$ cat config.mk
export PLATFORM = sky130hd
export DESIGN_NAME = motion_ctrl
export DESIGN_NICKNAME = d
export VERILOG_FILES = /design/src/rtl/motion_ctrl_pkg.sv /design/src/rtl/motion_ctrl_tick_cnt.sv /design/src/rtl/motion_ctrl.sv
export SDC_FILE = /design/constraint.sdc
export NUM_CORES = 1
export LEC_CHECK = 0
export CORE_MARGIN = 4
export CORE_UTILIZATION = 30
export DETAILED_ROUTE_END_ITERATION = 16
export PLACE_DENSITY_LB_ADDON = 0.08
export SYNTH_ARGS = -nofsm -noshare
export SYNTH_HDL_FRONTEND = slang
export SYNTH_SLANG_ARGS = --single-unit
$ cat constraint.sdc
create_clock -name clk10hz -period 4.47 [get_ports clk10hz]
set_input_delay 0.894 -clock clk10hz [delete_from_list [all_inputs] [get_ports clk10hz]]
set_output_delay 0.894 -clock clk10hz [all_outputs]
set_load 0.01 [all_outputs]
$ cat src/rtl/motion_ctrl_pkg.sv
// Shared encodings for the elevator motion controller and its request stage.
package motion_ctrl_pkg;

    // Dispatch commands from the request stage; unlisted codes behave as NONE.
    typedef enum logic [2:0] {
        REQ_NONE = 3'b000,
        REQ_UP   = 3'b001,
        REQ_DOWN = 3'b010,
        REQ_OPEN = 3'b011,
        REQ_STOP = 3'b100
    } req_e;

    // One-hot motion state as seen outside the controller.
    typedef enum logic [3:0] {
        RUN_STOP = 4'b0001,
        RUN_UP   = 4'b0010,
        RUN_DOWN = 4'b0100
    } run_e;

    // One-hot door state as seen outside the controller.
    typedef enum logic [3:0] {
        DS_OPENING = 4'b0001,
        DS_OPEN    = 4'b0010,
        DS_CLOSED  = 4'b0100,
        DS_CLOSING = 4'b1000
    } door_e;

    // Controller FSM states.
    typedef enum logic [2:0] {
        ST_IDLE         = 3'd0,
        ST_MOVE_UP      = 3'd1,
        ST_MOVE_DOWN    = 3'd2,
        ST_DOOR_OPENING = 3'd3,
        ST_DOOR_OPEN    = 3'd4,
        ST_DOOR_CLOSING = 3'd5
    } state_e;

    function automatic int max3(input int a, input int b, input int c);
        int m;
        m = (a > b) ? a : b;
        return (m > c) ? m : c;
    endfunction

    function automatic logic [3:0] run_code(input state_e s);
        case (s)
            ST_MOVE_UP:   return RUN_UP;
            ST_MOVE_DOWN: return RUN_DOWN;
            default:      return RUN_STOP;
        endcase
    endfunction

    function automatic logic [3:0] door_code(input state_e s);
        case (s)
            ST_DOOR_OPENING: return DS_OPENING;
            ST_DOOR_OPEN:    return DS_OPEN;
            ST_DOOR_CLOSING: return DS_CLOSING;
            default:         return DS_CLOSED;
        endcase
    endfunction

endpackage

$ cat src/rtl/motion_ctrl_tick_cnt.sv
// Shared tick counter: clear, load, count-enable and a terminal-count flag.
module tick_cnt #(
    parameter int W = 5
) (
    input  logic         clk10hz,
    input  logic         rst,
    input  logic         clear,
    input  logic         load,
    input  logic [W-1:0] load_val,
    input  logic         en,
    input  logic [W-1:0] limit,
    output logic         tc
);

    logic [W-1:0] count;

    // Clear beats load beats count; reset abandons any partial interval.
    always_ff @(posedge clk10hz or negedge rst) begin
        if (!rst)       count <= '0;
        else if (clear) count <= '0;
        else if (load)  count <= load_val;
        else if (en)    count <= count + W'(1);
    end

    assign tc = (count == limit);

endmodule

$ cat src/rtl/motion_ctrl.sv
// Elevator motion/door controller: one FSM, one shared tick counter,
// registered outputs.
module motion_ctrl
    import motion_ctrl_pkg::*;
#(
    parameter int F_N          = 4,
    parameter int TRAVEL_TICKS = 20,
    parameter int DOOR_TICKS   = 10,
    parameter int HOLD_TICKS   = 30
) (
    input  logic       clk10hz,
    input  logic       rst,
    input  logic [2:0] req,
    input  logic       open_btn,
    input  logic       close_btn,
    output logic [7:0] curr_floor,
    output logic [3:0] running_state,
    output logic [3:0] door_state,
    output logic       arrive
);

    localparam int MAX_T = max3(TRAVEL_TICKS, DOOR_TICKS, HOLD_TICKS);
    localparam int CW    = (MAX_T < 2) ? 1 : $clog2(MAX_T);

    // The counter starts at 0 on state entry, so an interval of N ticks ends at N-1.
    localparam logic [CW-1:0] TRAVEL_LIM = CW'(TRAVEL_TICKS - 1);
    localparam logic [CW-1:0] DOOR_LIM   = CW'(DOOR_TICKS - 1);
    localparam logic [CW-1:0] HOLD_LIM   = CW'(HOLD_TICKS - 1);
    localparam logic [7:0]    TOP_FLOOR  = 8'(F_N - 1);

    state_e        state, state_nxt;
    logic [7:0]    floor_nxt;
    logic          arrive_nxt;
    logic          cnt_clear, cnt_load, cnt_en, cnt_tc;
    logic [CW-1:0] cnt_limit;
    logic          is_up, is_down, is_open, is_stop;

    assign is_up   = (req == REQ_UP);
    assign is_down = (req == REQ_DOWN);
    assign is_open = (req == REQ_OPEN);
    assign is_stop = (req == REQ_STOP);

    tick_cnt #(.W(CW)) u_tick_cnt (
        .clk10hz  (clk10hz),
        .rst      (rst),
        .clear    (cnt_clear),
        .load     (cnt_load),
        .load_val ('0),
        .en       (cnt_en),
        .limit    (cnt_limit),
        .tc       (cnt_tc)
    );

    // Next state, floor/arrive next values and counter control.
    always_comb begin
        state_nxt  = state;
        floor_nxt  = curr_floor;
        arrive_nxt = 1'b0;
        cnt_clear  = 1'b0;
        cnt_load   = 1'b0;
        cnt_en     = 1'b0;
        cnt_limit  = '0;
        case (state)
            ST_IDLE: begin
                cnt_clear = 1'b1;
                if (is_open || open_btn)                    state_nxt = ST_DOOR_OPENING;
                else if (is_up && curr_floor < TOP_FLOOR)   state_nxt = ST_MOVE_UP;
                else if (is_down && curr_floor != 8'd0)     state_nxt = ST_MOVE_DOWN;
            end
            ST_MOVE_UP, ST_MOVE_DOWN: begin
                cnt_limit = TRAVEL_LIM;
                if (cnt_tc) begin
                    // req is only looked at here; mid-segment changes are ignored.
                    cnt_clear  = 1'b1;
                    arrive_nxt = 1'b1;
                    floor_nxt  = (state == ST_MOVE_UP) ? curr_floor + 8'd1 : curr_floor - 8'd1;
                    if (is_open)
                        state_nxt = ST_DOOR_OPENING;
                    else if (is_stop ||
                             (state == ST_MOVE_UP   && floor_nxt == TOP_FLOOR) ||
                             (state == ST_MOVE_DOWN && floor_nxt == 8'd0))
                        state_nxt = ST_IDLE;
                end else begin
                    cnt_en = 1'b1;
                end
            end
            ST_DOOR_OPENING: begin
                cnt_limit = DOOR_LIM;
                if (cnt_tc) begin
                    cnt_clear = 1'b1;
                    state_nxt = ST_DOOR_OPEN;
                end else begin
                    cnt_en = 1'b1;
                end
            end
            ST_DOOR_OPEN: begin
                cnt_limit = HOLD_LIM;
                // Holding open restarts the hold interval from zero.
                if (open_btn) begin
                    cnt_load = 1'b1;
                end else if (close_btn || cnt_tc) begin
                    cnt_clear = 1'b1;
                    state_nxt = ST_DOOR_CLOSING;
                end else begin
                    cnt_en = 1'b1;
                end
            end
            ST_DOOR_CLOSING: begin
                cnt_limit = DOOR_LIM;
                if (open_btn || is_open) begin
                    cnt_clear = 1'b1;
                    state_nxt = ST_DOOR_OPENING;
                end else if (cnt_tc) begin
                    cnt_clear = 1'b1;
                    state_nxt = ST_IDLE;
                end else begin
                    cnt_en = 1'b1;
                end
            end
            default: begin
                cnt_clear = 1'b1;
                state_nxt = ST_IDLE;
            end
        endcase
    end

    // State, floor and arrive registers.
    always_ff @(posedge clk10hz or negedge rst) begin
        if (!rst) begin
            state      <= ST_IDLE;
            curr_floor <= 8'd0;
            arrive     <= 1'b0;
        end else begin
            state      <= state_nxt;
            curr_floor <= floor_nxt;
            arrive     <= arrive_nxt;
        end
    end

    // Motion/door outputs follow the state register one cycle later.
    always_ff @(posedge clk10hz or negedge rst) begin
        if (!rst) begin
            running_state <= RUN_STOP;
            door_state    <= DS_CLOSED;
        end else begin
            running_state <= run_code(state);
            door_state    <= door_code(state);
        end
    end

endmodule

# Yosys cells after proc, flatten, opt, wreduce, memory -nomap -nowiden
# Cells that the tools add are included.
op_classes:
  n_lt_le_gt_ge: 1
  n_eq_ne: 18
  add_sub_neg: 3
  reduce_logical: 17
  n_mux: 32
ops:
  columns: ["operator", "n"]
  rows:
  - ["3-bit 2-to-1 mux", 11]
  - ["5-bit 2-to-1 mux", 3]
  - ["3-bit case mux with 5 select lines", 1]
  - ["5-bit case mux with 3 select lines", 1]
  - ["3-bit by 2-bit == test with 1-bit output (second input constant)", 4]
  - ["4-bit case mux with 3 select lines", 1]
  - ["1-bit 2-to-1 mux", 11]
  - ["3-bit == test (second input constant)", 3]
  - ["8-bit by 1-bit adder with 8-bit output (second input constant)", 1]
  - ["8-bit by 2-bit == test with 1-bit output (second input constant)", 1]
  - ["8-bit logical NOT", 1]
  - ["8-bit by 2-bit less-than comparator with 1-bit output (second input constant)", 1]
  - ["8-bit 2-to-1 mux", 1]
  - ["2-bit inequality test (second input constant)", 4]
  - ["8-bit nonzero test", 1]
  - ["8-bit by 1-bit subtractor with 8-bit output (second input constant)", 1]
  - ["7-bit AND reduction", 1]
  - ["3-bit by 1-bit == test with 1-bit output (second input constant)", 2]
  - ["3-bit inequality test (second input constant)", 2]
  - ["1-bit case mux with 3 select lines", 2]
  - ["3-bit case mux with 2 select lines", 1]
  - ["5-bit by 1-bit adder with 5-bit output (second input constant)", 1]
  - ["5-bit == test", 1]
  - ["1-bit logical AND", 4]
  - ["7 further kinds", 11]
word_totals:
  reg_bits: 25
  out_inout_bits: 17

# Longest topological paths before layout
# Gate-level depths: netlist of run 1.
logic_depth:
  ltp_word: 11
  mapped_depth: 11
  depth_no_buf: 10

# Modules after synthesis
# A second synthesis of run 1 with hierarchy kept.
hier_totals:
  cells_unflattened: 174
  area_unflattened_um2: 1619.1
modules_own_cells:
  columns: ["module", "cells_each", "area_each_um2", "instances"]
  rows:
  - ["motion_ctrl", 139, 1283.7, 1]
  - ["tick_cnt", 35, 335.3, 1]

# Worst setup path after synthesis of run 1
# Ideal clock, no wire load.
synth_path:
  path_kind: "reg-to-reg"
  startpoint: "register state[2]"
  endpoint: "register state[1]"
  required_ps: 4376
  arrival_ps: 2790
  setup_slack_ps: 1586
  period_less_slack_ps: 2884
  setup_time_ps: 94
  stages_incl_launch_ff: 11
  cell_sequence: "dfrtp_1 > clkbuf_1 > nor2_1 > nand2_1 > fa_1 > and3_4 > or3_4 > a2111oi_4 > nand4bb_1 > o311a_1 > a211oi_1"
synth_between:
  elab_chain_len: 8
  elab_cells_between_ends: 27
synth_lines:
  columns: ["item", "line_no", "source"]
  rows:
  - ["start, declared", "motion_ctrl.sv:31", "state_e state, state_nxt;"]
  - ["start signal, assigned", "motion_ctrl.sv:134", "state <= state_nxt;"]
  - ["3-bit by 1-bit == test with 1-bit output", "motion_ctrl.sv:63, motion_ctrl.sv:76, motion_ctrl.sv:80", null]
  - ["8-bit 2-to-1 mux", "motion_ctrl.sv:76", "floor_nxt = (state == ST_MOVE_UP) ? curr_floor + 8'd1 : curr_floor - 8'd1;"]
  - ["8-bit by 2-bit == test with 1-bit output", "motion_ctrl.sv:80", "(state == ST_MOVE_UP && floor_nxt == TOP_FLOOR) ||"]
  - ["1-bit logical AND", "motion_ctrl.sv:80", null]
  - ["1-bit logical OR", "motion_ctrl.sv:79", "else if (is_stop ||"]
  - ["1-bit logical OR", "motion_ctrl.sv:80", null]
  - ["3-bit inequality test (no line)", null, null]
  - ["7-bit AND reduction (no line)", null, null]
# Parallel ways exist; a longest one is shown, timed or not.
# A chain may end at the register's enable or synchronous reset.

# Final worst setup path of run 1
layout_path:
  startpoint: "register state[0]"
  endpoint: "register state[1]"
# Same word-level chain as after synthesis.

==> summary.md, run 1 <==
| Metric | Value |
|---|---|
| Status | `finished clean` |
| Area growth, synth to finish | `18.4%` |
| Filler cell count | `574` |
| Most frequent cells in the layout | `dfrtp_1 (22), clkdlybuf4s50_1 (22), nor2_1 (17), a21oi_1 (14)` |
| Synthesis-stage register bit count | `24` |
| Slew headroom | `30.0%` |
| Final Hold Vio Count | `0` |
| Worst Tran Pin Value | `1.05 ns` |
| DR pass1 iterations | `5` |
| Logic gate share of total power | `65.9%` |
| CTS Buf Count | `3` |
| Overall Global Routing Usage | `12.9%` |
| YS warnings | `0` |
| Final period util | `77.6%` |
| TritonCTS clock tree | `yes` |
| DR vias/cell | `5.39` |
| Setup TNS | `0 ns` |
| Crit-path cells | `nand2_1 > fa_1 > and3_4 > or3_4 > a2111oi_4 > nand4bb_1 > o311a_1 > a211oi_1` |
| # DRC | `0` |
| Port bufs | `22` |
| Multi-input logic area | `1090 um2` |
| Worst hold endpoint | `curr_floor[6]$_DFFE_PN0P_` |
| Clock share of power | `8.9%` |
| Top-area cell type share of the netlist area | `31.1%` |
| Classification of the worst setup path | `register to register` |
| Slowest CP cell | `dfrtp_1` |
| Slew Limit Fails | `0` |
| Share of cells above drive strength 1 | `9.18%` |
| Chip height | `84.9 um` |
| Worst clock skew | `0.00603 ns` |
| Die area | `7200 um2` |
| Register area share after synthesis | `34.0%` |
| Hold path start | `curr_floor[6]$_DFFE_PN0P_` |
| CTS Buffer Depth | `2` |
| ANT nets after route | `0` |
| Initial DRC Count | `76` |
| Storage cell area | `603 um2` |
| Mapped Nets | `208` |
| Post-synth EDFFs | `0` |
| Most area-hungry cell type in the Yosys netlist | `dfrtp_1` |
| Min Tclk post-route | `3.47 ns` |
| Worst R2R Start | `state[0]$_DFFE_PN0P_` |
| Fmax | `0.288 GHz` |
| Worst Reg2Reg Path Length in Cells | `8` |
| # clock sinks | `24` |
| Setup Fix Bufs, Post-CTS | `0` |
| Area after DPL | `2040 um2` |
| Worst-path maximum fanout | `22` |
| Initial Utilization | `31.6%` |
| Req. time, crit path | `4.67 ns` |
| CTS H-tree depth | `1` |
| FF-to-FF End | `state[1]$_DFFE_PN0P_` |
| Diodes inserted | `0` |
| Detail Placement HPWL | `3.32 mm` |
| Leakage | `0.870 nW` |
| Sw frac | `47.7%` |
| Largest net degree at the start of global routing | `23` |
| Max incr delay on CP | `0.78 ns` |
| Worst Setup End Kind | `register` |
| CTS Hold Bufs | `0` |
| Synthesized instance count | `189` |
| Ys async rst share | `100%` |
| Switch Pwr | `0.000846 W` |
| First-pass GRT wire length | `7.49 mm` |
| Synth Flop Type | `dfrtp_1` |
| Remaining global-route overflow | `0` |
| Vias in the first global route | `1,484` |
| Hold Path Depth | `1` |
| CTS resizes | `0` |
| Via count | `1,504` |
| R2R Setup Slk | `1.00 ns` |
| GP Congestion | `0.815` |
| Clk Latency, worst-skew pair | `0.28 ns` |
| PD cells | `845 nW/um2` |
| Syn avg cell area | `9.38 um2` |
| Core Area | `5610 um2` |
| Post-synthesis cell area | `1770 um2` |
| Die Wd | `84.9 um` |
| Register share of total power | `25.3%` |
| Hold Path Class | `register to register` |
| Fin area | `2100 um2` |
| CP arrival | `3.67 ns` |
| Nets | `227` |
| Final setup violating endpoints | `0` |
| Wirelength per Cell | `15.6 um` |
| IO Pins | `24` |
| Power Internal | `0.000929 W` |
| Clk root buf | `clkbuf_8` |
| Antenna violations before repair | `0` |
| CTS clock-pin slew for the worst setup and hold paths | `0.09 ns` |
| Maxcap violations | `0` |
| Std-Cell Rows | `27` |
| Startpoint types | `register` |
| Synth unique cells | `57` |
| Peak VDD IR | `0.303 mV` |
| Synth top area cells | `dfrtp_1 (31%), ha_1 (7.8%), mux2_1 (4.4%), a21oi_1 (4.0%), nor2_1 (3.6%)` |
| Total wire length | `4.35 mm` |
| RSZ-0062 raised after global routing | `no` |
[sequential cells by signal, indices dropped and copies added, names as in the netlist]
register	flops
curr_floor	8
u_tick_cnt.count	5
door_state	4
running_state	3
state	3
arrive	1
[power by group through the flow]
| stage | registers (W) | clock network (W) | logic (W) |
|---|---|---|---|
| floorplan | 0.000416 | 0 | 0.000856 |
| global placement | 0.000448 | 0 | 0.00117 |
| CTS | 0.000450 | 0.000163 | 0.00118 |
| detailed placement | 0.000454 | 0 | 0.00117 |
| finish | 0.000449 | 0.000157 | 0.00117 |
| global route | 0.000470 | 0.000172 | 0.00131 |
[area by class of cell]
class                      instances  area share (%)
clock buffer                       4            2.62
inverter                           8            1.43
multi-input combinational        147            51.7
sequential                        24            28.7
tap                               72            4.29
timing repair buffer              24            11.2
[Yosys cell counts, drive strengths merged, types with 5 or more instances]
cell type and number:
xor2 6, buf 6, ha 11, nand2b 5, a21oi 14, nand2 11, o21ai 10, nor2 18
inv 8, mux2 7, dfrtp 22
[cell families after synthesis]
logic type / synth area share, %
XOR/XNOR: 4.94
buffers and inverters: 4.73
AND/OR/NAND/NOR: 24.1
flip-flops: 34.0
AO/OA/AOI/OAI: 18.6
adder cells (fa/ha/maj): 8.89
other: 0.212
multiplexers: 4.45
[layer usage]
metal	up-vias	global-route usage, %	wire [um]
met1	743	17.7	2120
met3	8	2.33	160
met5	-	0	0
li1	722	-	-
met4	0	4.75	79
met2	31	20.4	1980
[critical path: cells and delay by family (launching register included)]
kind | cells | cell delay, ns
adder cells (fa/ha/maj) | 1 | 0.55
flip-flops | 1 | 0.78
AO/OA/AOI/OAI | 3 | 0.88
AND/OR/NAND/NOR | 4 | 1.17
[worst max path at each step]
stage,start,end,slack (ns),cells past startpoint
after floorplan,state[2]$_DFFE_PN0P_,state[1]$_DFFE_PN0P_,1.59,10
after global placement,state[0]$_DFFE_PN0P_,state[1]$_DFFE_PN0P_,1.20,8
after detailed placement,state[0]$_DFFE_PN0P_,state[1]$_DFFE_PN0P_,1.03,8
after CTS,state[0]$_DFFE_PN0P_,state[1]$_DFFE_PN0P_,1.01,8
after global routing,state[0]$_DFFE_PN0P_,state[2]$_DFFE_PN0P_,0.76,8
final,state[0]$_DFFE_PN0P_,state[1]$_DFFE_PN0P_,1.00,8
[stage by stage]
step / hold WS (ns) / setup slack (ns) / utilization [%] / std cells / total power, W
3_5_place_dp: 0.559 / 1.03 / 36.5 / 275 / 0.00162
3_3_place_gp: 0.548 / 1.20 / 36.5 / 275 / 0.00162
2_1_floorplan: 0.518 / 1.59 / - / 189 / 0.00127
5_1_grt: 0.611 / 0.759 / 37.4 / 279 / 0.00195
4_1_cts: 0.591 / 1.01 / 37.4 / 279 / 0.00179
6_report: 0.585 / 1.00 / 37.4 / 279 / 0.00177
Note: power is estimated with default switching activity, not from simulation.
==> run 2: changes to the inputs <==
==> constraint.sdc (replaced) <==
create_clock -name clk10hz -period 3.65 [get_ports clk10hz]
set_input_delay 0.73 -clock clk10hz [delete_from_list [all_inputs] [get_ports clk10hz]]
set_output_delay 0.73 -clock clk10hz [all_outputs]
set_load 0.01 [all_outputs]
==> summary.md, run 2 (synthesized netlist as in run 1, its figures left out) <==
| Metric | Value |
|---|---|
| Clk root buf | `clkbuf_8` |
| CTS Buf Count | `3 (unchanged)` |
| CTS resizes | `0 (unchanged)` |
| Hold Path Class | `register to register` |
| Min Tclk post-route | `3.07 ns (-0.398 ns)` |
| Remaining global-route overflow | `0 (unchanged)` |
| Startpoint types | `register` |
| Initial DRC Count | `64 (-16%)` |
| Detail Placement HPWL | `3.20 mm (-3.6%)` |
| Std-Cell Rows | `27 (unchanged)` |
| Worst Tran Pin Value | `0.557 ns (-0.490 ns)` |
| Final setup violating endpoints | `0 (unchanged)` |
| Core Area | `5610 um2 (unchanged)` |
| Die Wd | `84.9 um (unchanged)` |
| RSZ-0062 raised after global routing | `no` |
| First-pass GRT wire length | `7.45 mm (-0.55%)` |
| Wirelength per Cell | `15.4 um (-1.4%)` |
| ANT nets after route | `0 (unchanged)` |
| Filler cell count | `594 (+3.5%)` |
| Hold Path Depth | `1 (unchanged)` |
| Fmax | `0.326 GHz (+13%)` |
| PD cells | `1040 nW/um2 (+22%)` |
| Worst R2R Start | `state[1]$_DFFE_PN0P_` |
| Final core occ | `37.5% (+0.089 points)` |
| Leakage | `0.874 nW (+0.43%)` |
| Antenna violations before repair | `0 (unchanged)` |
| Largest net degree at the start of global routing | `25 (+8.7%)` |
| Final Hold Vio Count | `0 (unchanged)` |
| Port bufs | `22 (unchanged)` |
| Largest Register | `curr_floor` |
| CTS H-tree depth | `1 (unchanged)` |
| CTS clock-pin slew for the worst setup and hold paths | `0.10 ns (about the same)` |
| Setup TNS | `0 ns (unchanged)` |
| Chip height | `84.9 um (unchanged)` |
| Initial Utilization | `31.6% (unchanged)` |
| Vias in the first global route | `1,467 (-1.1%)` |
| Classification of the worst setup path | `register to register` |
| # clock sinks | `24 (unchanged)` |
| # DRC | `0 (unchanged)` |
| Total power | `0.00218 W (+23%)` |
| CTS Buffer Depth | `2 (unchanged)` |
| Slew headroom | `62.5% (+32 points)` |
| Most frequent cells in the layout | `dfrtp_1 (22), clkdlybuf4s50_1 (22), nor2_1 (17), a21oi_1 (14)` |
| Hold path start | `curr_floor[4]$_DFFE_PN0P_` |
| Worst hold endpoint | `curr_floor[4]$_DFFE_PN0P_` |
| Largest regs | `curr_floor x8, u_tick_cnt.count x5, door_state x4` |
| Worst clock skew | `0.00918 ns (+0.00315 ns)` |
| R2R Setup Slk | `0.58 ns (-0.42 ns)` |
| Status | `finished clean` |
| Worst-path maximum fanout | `10 (-55%)` |
| Storage cell area | `603 um2 (unchanged)` |
| Worst Setup End Kind | `register` |
| Share of cells above drive strength 1 | `9.57% (+0.39 points)` |
| Max reg flops | `8 (unchanged)` |
| Maxcap violations | `0 (unchanged)` |
| Peak VDD IR | `0.426 mV (+40%)` |
| Setup Fix Bufs, Post-CTS | `0 (unchanged)` |
| GP Congestion | `0.843 (+3.4%)` |
| IO Pins | `24 (unchanged)` |
| Area growth, synth to finish | `18.7%` |
| Multi-input logic area | `1090 um2 (unchanged)` |
| CP arrival | `3.26 ns (-0.41 ns)` |
| CTS Hold Bufs | `0 (unchanged)` |
| DR pass1 iterations | `4 (-1)` |
| Clk Latency, worst-skew pair | `0.27 ns (about the same)` |
| Die area | `7200 um2 (unchanged)` |
| TritonCTS clock tree | `yes` |
| Total wire length | `4.32 mm (-0.64%)` |
| Hold Slack | `0.574 ns (-0.0111 ns)` |
| FF-to-FF End | `state[1]$_DFFE_PN0P_` |
| Slew Limit Fails | `0 (unchanged)` |
| Req. time, crit path | `3.84 ns (-0.83 ns)` |
| Worst Reg2Reg Path Length in Cells | `9 (+1)` |
| Via count | `1,472 (-2.1%)` |
| Nets | `229 (+0.88%)` |
| DR vias/cell | `5.24 (-2.8%)` |
| Overall Global Routing Usage | `12.7% (-0.19 points)` |
| Diodes inserted | `0 (unchanged)` |
| Final period util | `84.2% (+6.5 points)` |
[run 2: metal layers]
metal  vias to the layer above  global-route usage [%]  wire length, um
li1                        727                       -                -
met1                       718                    17.9             2180
met2                        25                    20.3             2000
met3                         2                    2.04              114
met4                         0                    3.45               23
met5                         -                       0                0
[run 2: where the power goes]
part	switching (W)	internal (W)
Clock	0.0000953	0.0000782
Sequential	0.000111	0.000384
Combinational	0.000838	0.000672
Total	0.00104	0.00113
[run 2: critical path: stages (launching register included)]
cell,delay (ns)
dfrtp_1,0.40
nor2_1,0.13
nand2_1,0.31
fa_1,0.52
and3_4,0.17
o21ai_0,0.46
or3b_1,0.21
o2111ai_2,0.14
o311a_1,0.40
a211oi_1,0.22
[run 2: stage by stage]
stage,instances,setup WS [ns],instance area (um2)
after floorplan,189,0.766,1770
after global placement,277,0.729,2060
after detailed placement,277,0.597,2060
after CTS,281,0.551,2100
after global routing,281,0.318,2100
final,281,0.578,2100
[run 2: how the worst max path moves through the flow]
stage                     slack (ns)                    to                 start  cells past startpoint
after floorplan                 0.77  state[1]$_DFFE_PN0P_  state[2]$_DFFE_PN0P_                     10
after global placement          0.73  state[1]$_DFFE_PN0P_  state[2]$_DFFE_PN0P_                      9
after detailed placement        0.60  state[1]$_DFFE_PN0P_  state[1]$_DFFE_PN0P_                      9
after CTS                       0.55  state[1]$_DFFE_PN0P_  state[1]$_DFFE_PN0P_                      9
after global routing            0.32  state[1]$_DFFE_PN0P_  state[1]$_DFFE_PN0P_                      9
final                           0.58  state[1]$_DFFE_PN0P_  state[1]$_DFFE_PN0P_                      9
[run 2: area by class of cell]
| cell class | instances | share of cell area, % |
|---|---|---|
| Multi-Input combinational cell | 147 | 51.6 |
| Sequential cell | 24 | 28.7 |
| Timing Repair Buffer | 26 | 11.9 |
| Tap cell | 72 | 4.28 |
| Clock buffer | 4 | 2.14 |
| Inverter | 8 | 1.43 |
==> run 3: changes to the inputs <==
==> constraint.sdc (replaced) <==
create_clock -name clk10hz -period 3.1 [get_ports clk10hz]
set_input_delay 0.62 -clock clk10hz [delete_from_list [all_inputs] [get_ports clk10hz]]
set_output_delay 0.62 -clock clk10hz [all_outputs]
set_load 0.01 [all_outputs]
==> summary.md, run 3 (synthesized netlist as in run 1, its figures left out) <==
| Metric | Value |
|---|---|
| First-pass GRT wire length | `7.51 mm (+0.93%)` |
| Register share of total power | `21.2% (-1.5 points)` |
| Max incr delay on CP | `0.44 ns (-0.08 ns)` |
| Via count | `1,485 (+0.88%)` |
| Remaining global-route overflow | `0 (unchanged)` |
| # clock sinks | `24 (unchanged)` |
| Classification of the worst setup path | `register to register` |
| Maxcap violations | `0 (unchanged)` |
| CP bufs+invs | `0 (unchanged)` |
| Final setup violating endpoints | `0 (unchanged)` |
| PD cells | `1230 nW/um2 (+18%)` |
| Slew headroom | `66.2% (+3.7 points)` |
| Most frequent cells in the layout | `dfrtp_1 (22), clkdlybuf4s50_1 (22), nor2_1 (17), a21oi_1 (14)` |
| DR WL met3 | `109 um (-4.4%)` |
| CP arrival | `3.05 ns (-0.21 ns)` |
| DR pass1 iterations | `4 (unchanged)` |
| Initial Utilization | `31.6% (unchanged)` |
| Antenna violations before repair | `0 (unchanged)` |
| GP Congestion | `0.816 (-3.2%)` |
| IO Pins | `24 (unchanged)` |
| Min Tclk post-route | `2.87 ns (-0.197 ns)` |
| Clk root buf | `clkbuf_8` |
| Top delay family on crit path | `simple AND/OR/NAND/NOR gates` |
| CTS clock-pin slew for the worst setup and hold paths | `0.10 ns (about the same)` |
| Clk Latency, worst-skew pair | `0.27 ns (about the same)` |
| Highest routed layer | `met4` |
| CTS H-tree depth | `1 (unchanged)` |
| Area growth, synth to finish | `21.4%` |
| Clock share of power | `8.5% (+0.5 points)` |
| Setup TNS | `0 ns (unchanged)` |
| TritonCTS clock tree | `yes` |
| Switch Pwr | `0.00124 W (+19%)` |
| Metal2 WL | `2.05 mm (+2.3%)` |
| Largest Register | `curr_floor` |
| Final non-filler cell total | `286 (+1.8%)` |
| Power Internal | `0.00140 W (+23%)` |
| Initial DRC Count | `65 (+1.6%)` |
| Final period util | `92.7% (+8.6 points)` |
| Die area | `7200 um2 (unchanged)` |
| Crit path from | `state[2]$_DFFE_PN0P_` |
| Total power | `0.00264 W (+21%)` |
| Largest regs | `curr_floor x8, u_tick_cnt.count x5, door_state x4` |
| Sw frac | `47.0% (-0.97 points)` |
| # DRC | `0 (unchanged)` |
| Slowest CP cell | `fa_1` |
| Worst R2R Start | `state[2]$_DFFE_PN0P_` |
| Largest net degree at the start of global routing | `25 (unchanged)` |
| Startpoint types | `register` |
| Port bufs | `22 (unchanged)` |
| DR vias/cell | `5.19 (-0.88%)` |
| Req. time, crit path | `3.27 ns (-0.57 ns)` |
| CTS resizes | `0 (unchanged)` |
| ANT nets after route | `0 (unchanged)` |
| Leakage | `0.904 nW (+3.4%)` |
| Detail Placement HPWL | `3.34 mm (+4.2%)` |
| Max reg flops | `8 (unchanged)` |
| Status | `finished clean` |
| Logic gate share of total power | `70.3% (+1.0 points)` |
| Std-Cell Rows | `27 (unchanged)` |
| Worst Setup End Kind | `register` |
| Worst Tran Pin Value | `0.501 ns (-0.0562 ns)` |
| Chip height | `84.9 um (unchanged)` |
| Final core occ | `38.4% (+0.85 points)` |
| Fmax | `0.348 GHz (+6.9%)` |
| Die Wd | `84.9 um (unchanged)` |
| Vias in the first global route | `1,424 (-2.9%)` |
| Inst Count DP | `282 (+1.8%)` |
| Worst-path maximum fanout | `4 (-6)` |
| Crit-path cells | `nor2_1 > nand2_1 > fa_1 > and3_4 > or3_4 > a2111oi_4 > nand4bb_1 > o311a_1 > a211oi_1` |
| Hold Path Class | `register to register` |
| Final Hold Vio Count | `0 (unchanged)` |
| Filler cell count | `593 (-0.17%)` |
| Nets | `234 (+2.2%)` |
| Overall Global Routing Usage | `12.9% (+0.20 points)` |
| Total wire length | `4.48 mm (+3.6%)` |
| Diodes inserted | `0 (unchanged)` |
| Worst clock skew | `0.00583 ns (-0.00336 ns)` |
| RSZ-0062 raised after global routing | `no` |
| CTS Buffer Depth | `2 (unchanged)` |
| CTS Hold Bufs | `0 (unchanged)` |
| Hold Slack | `0.582 ns (+0.00842 ns)` |
| Setup Fix Bufs, Post-CTS | `0 (unchanged)` |
| Slew Limit Fails | `0 (unchanged)` |
| CTS Buf Count | `3 (unchanged)` |
| Peak VDD IR | `0.450 mV (+5.6%)` |
| Hold path start | `curr_floor[2]$_DFFE_PN0P_` |
| Core Area | `5610 um2 (unchanged)` |
| Wirelength per Cell | `15.7 um (+1.8%)` |
| Wl on met1 | `2.30 mm (+5.4%)` |
| Share of cells above drive strength 1 | `12.1% (+2.6 points)` |
run 3: cell type report:
type / count / area (um2) / share of cell area (%)
multi-input cells: 147 / 1090 / 50.5
repair buffers: 31 / 288 / 13.4
well taps: 72 / 90.1 / 4.19
flip-flops and latches: 24 / 603 / 28.0
inverters: 8 / 30.0 / 1.40
clock buffers: 4 / 55.1 / 2.56
run 3: worst paths after layout:
kind                            cells after the start  slack (ns)                    endpoint
worst max-delay path                                9        0.23        state[1]$_DFFE_PN0P_
worst min-delay path                                1        0.58   curr_floor[2]$_DFFE_PN0P_
worst max register to register                      9        0.23        state[1]$_DFFE_PN0P_
worst min register to register                      1        0.58   curr_floor[2]$_DFFE_PN0P_
max in group asynchronous                           2        2.10  running_state[0]$_DFF_PN1_
min in group asynchronous                           2        0.71     door_state[1]$_DFF_PN0_
run 3: per-layer routing:
metal / track usage, % / up-vias
met5: 0 / -
met4: 3.45 / 0
met3: 2.04 / 2
met2: 20.4 / 20
met1: 18.3 / 725
li1: - / 738
run 3: power groups by stage:
stage          Clock, W  Combinational [W]  Sequential, W
6_report       0.000225            0.00185       0.000559
5_1_grt        0.000245            0.00207       0.000581
4_1_cts        0.000234            0.00187       0.000561
3_5_place_dp          0            0.00185       0.000567
3_3_place_gp          0            0.00184       0.000565
2_1_floorplan         0            0.00123       0.000600
run 3: metrics by stage:
step | instance area, um2 | worst slack, ns
6_report | 2150 | 0.226
3_3_place_gp | 2100 | 0.368
3_5_place_dp | 2100 | 0.254
2_1_floorplan | 1770 | 0.216
5_1_grt | 2150 | 0.0528
4_1_cts | 2150 | 0.209
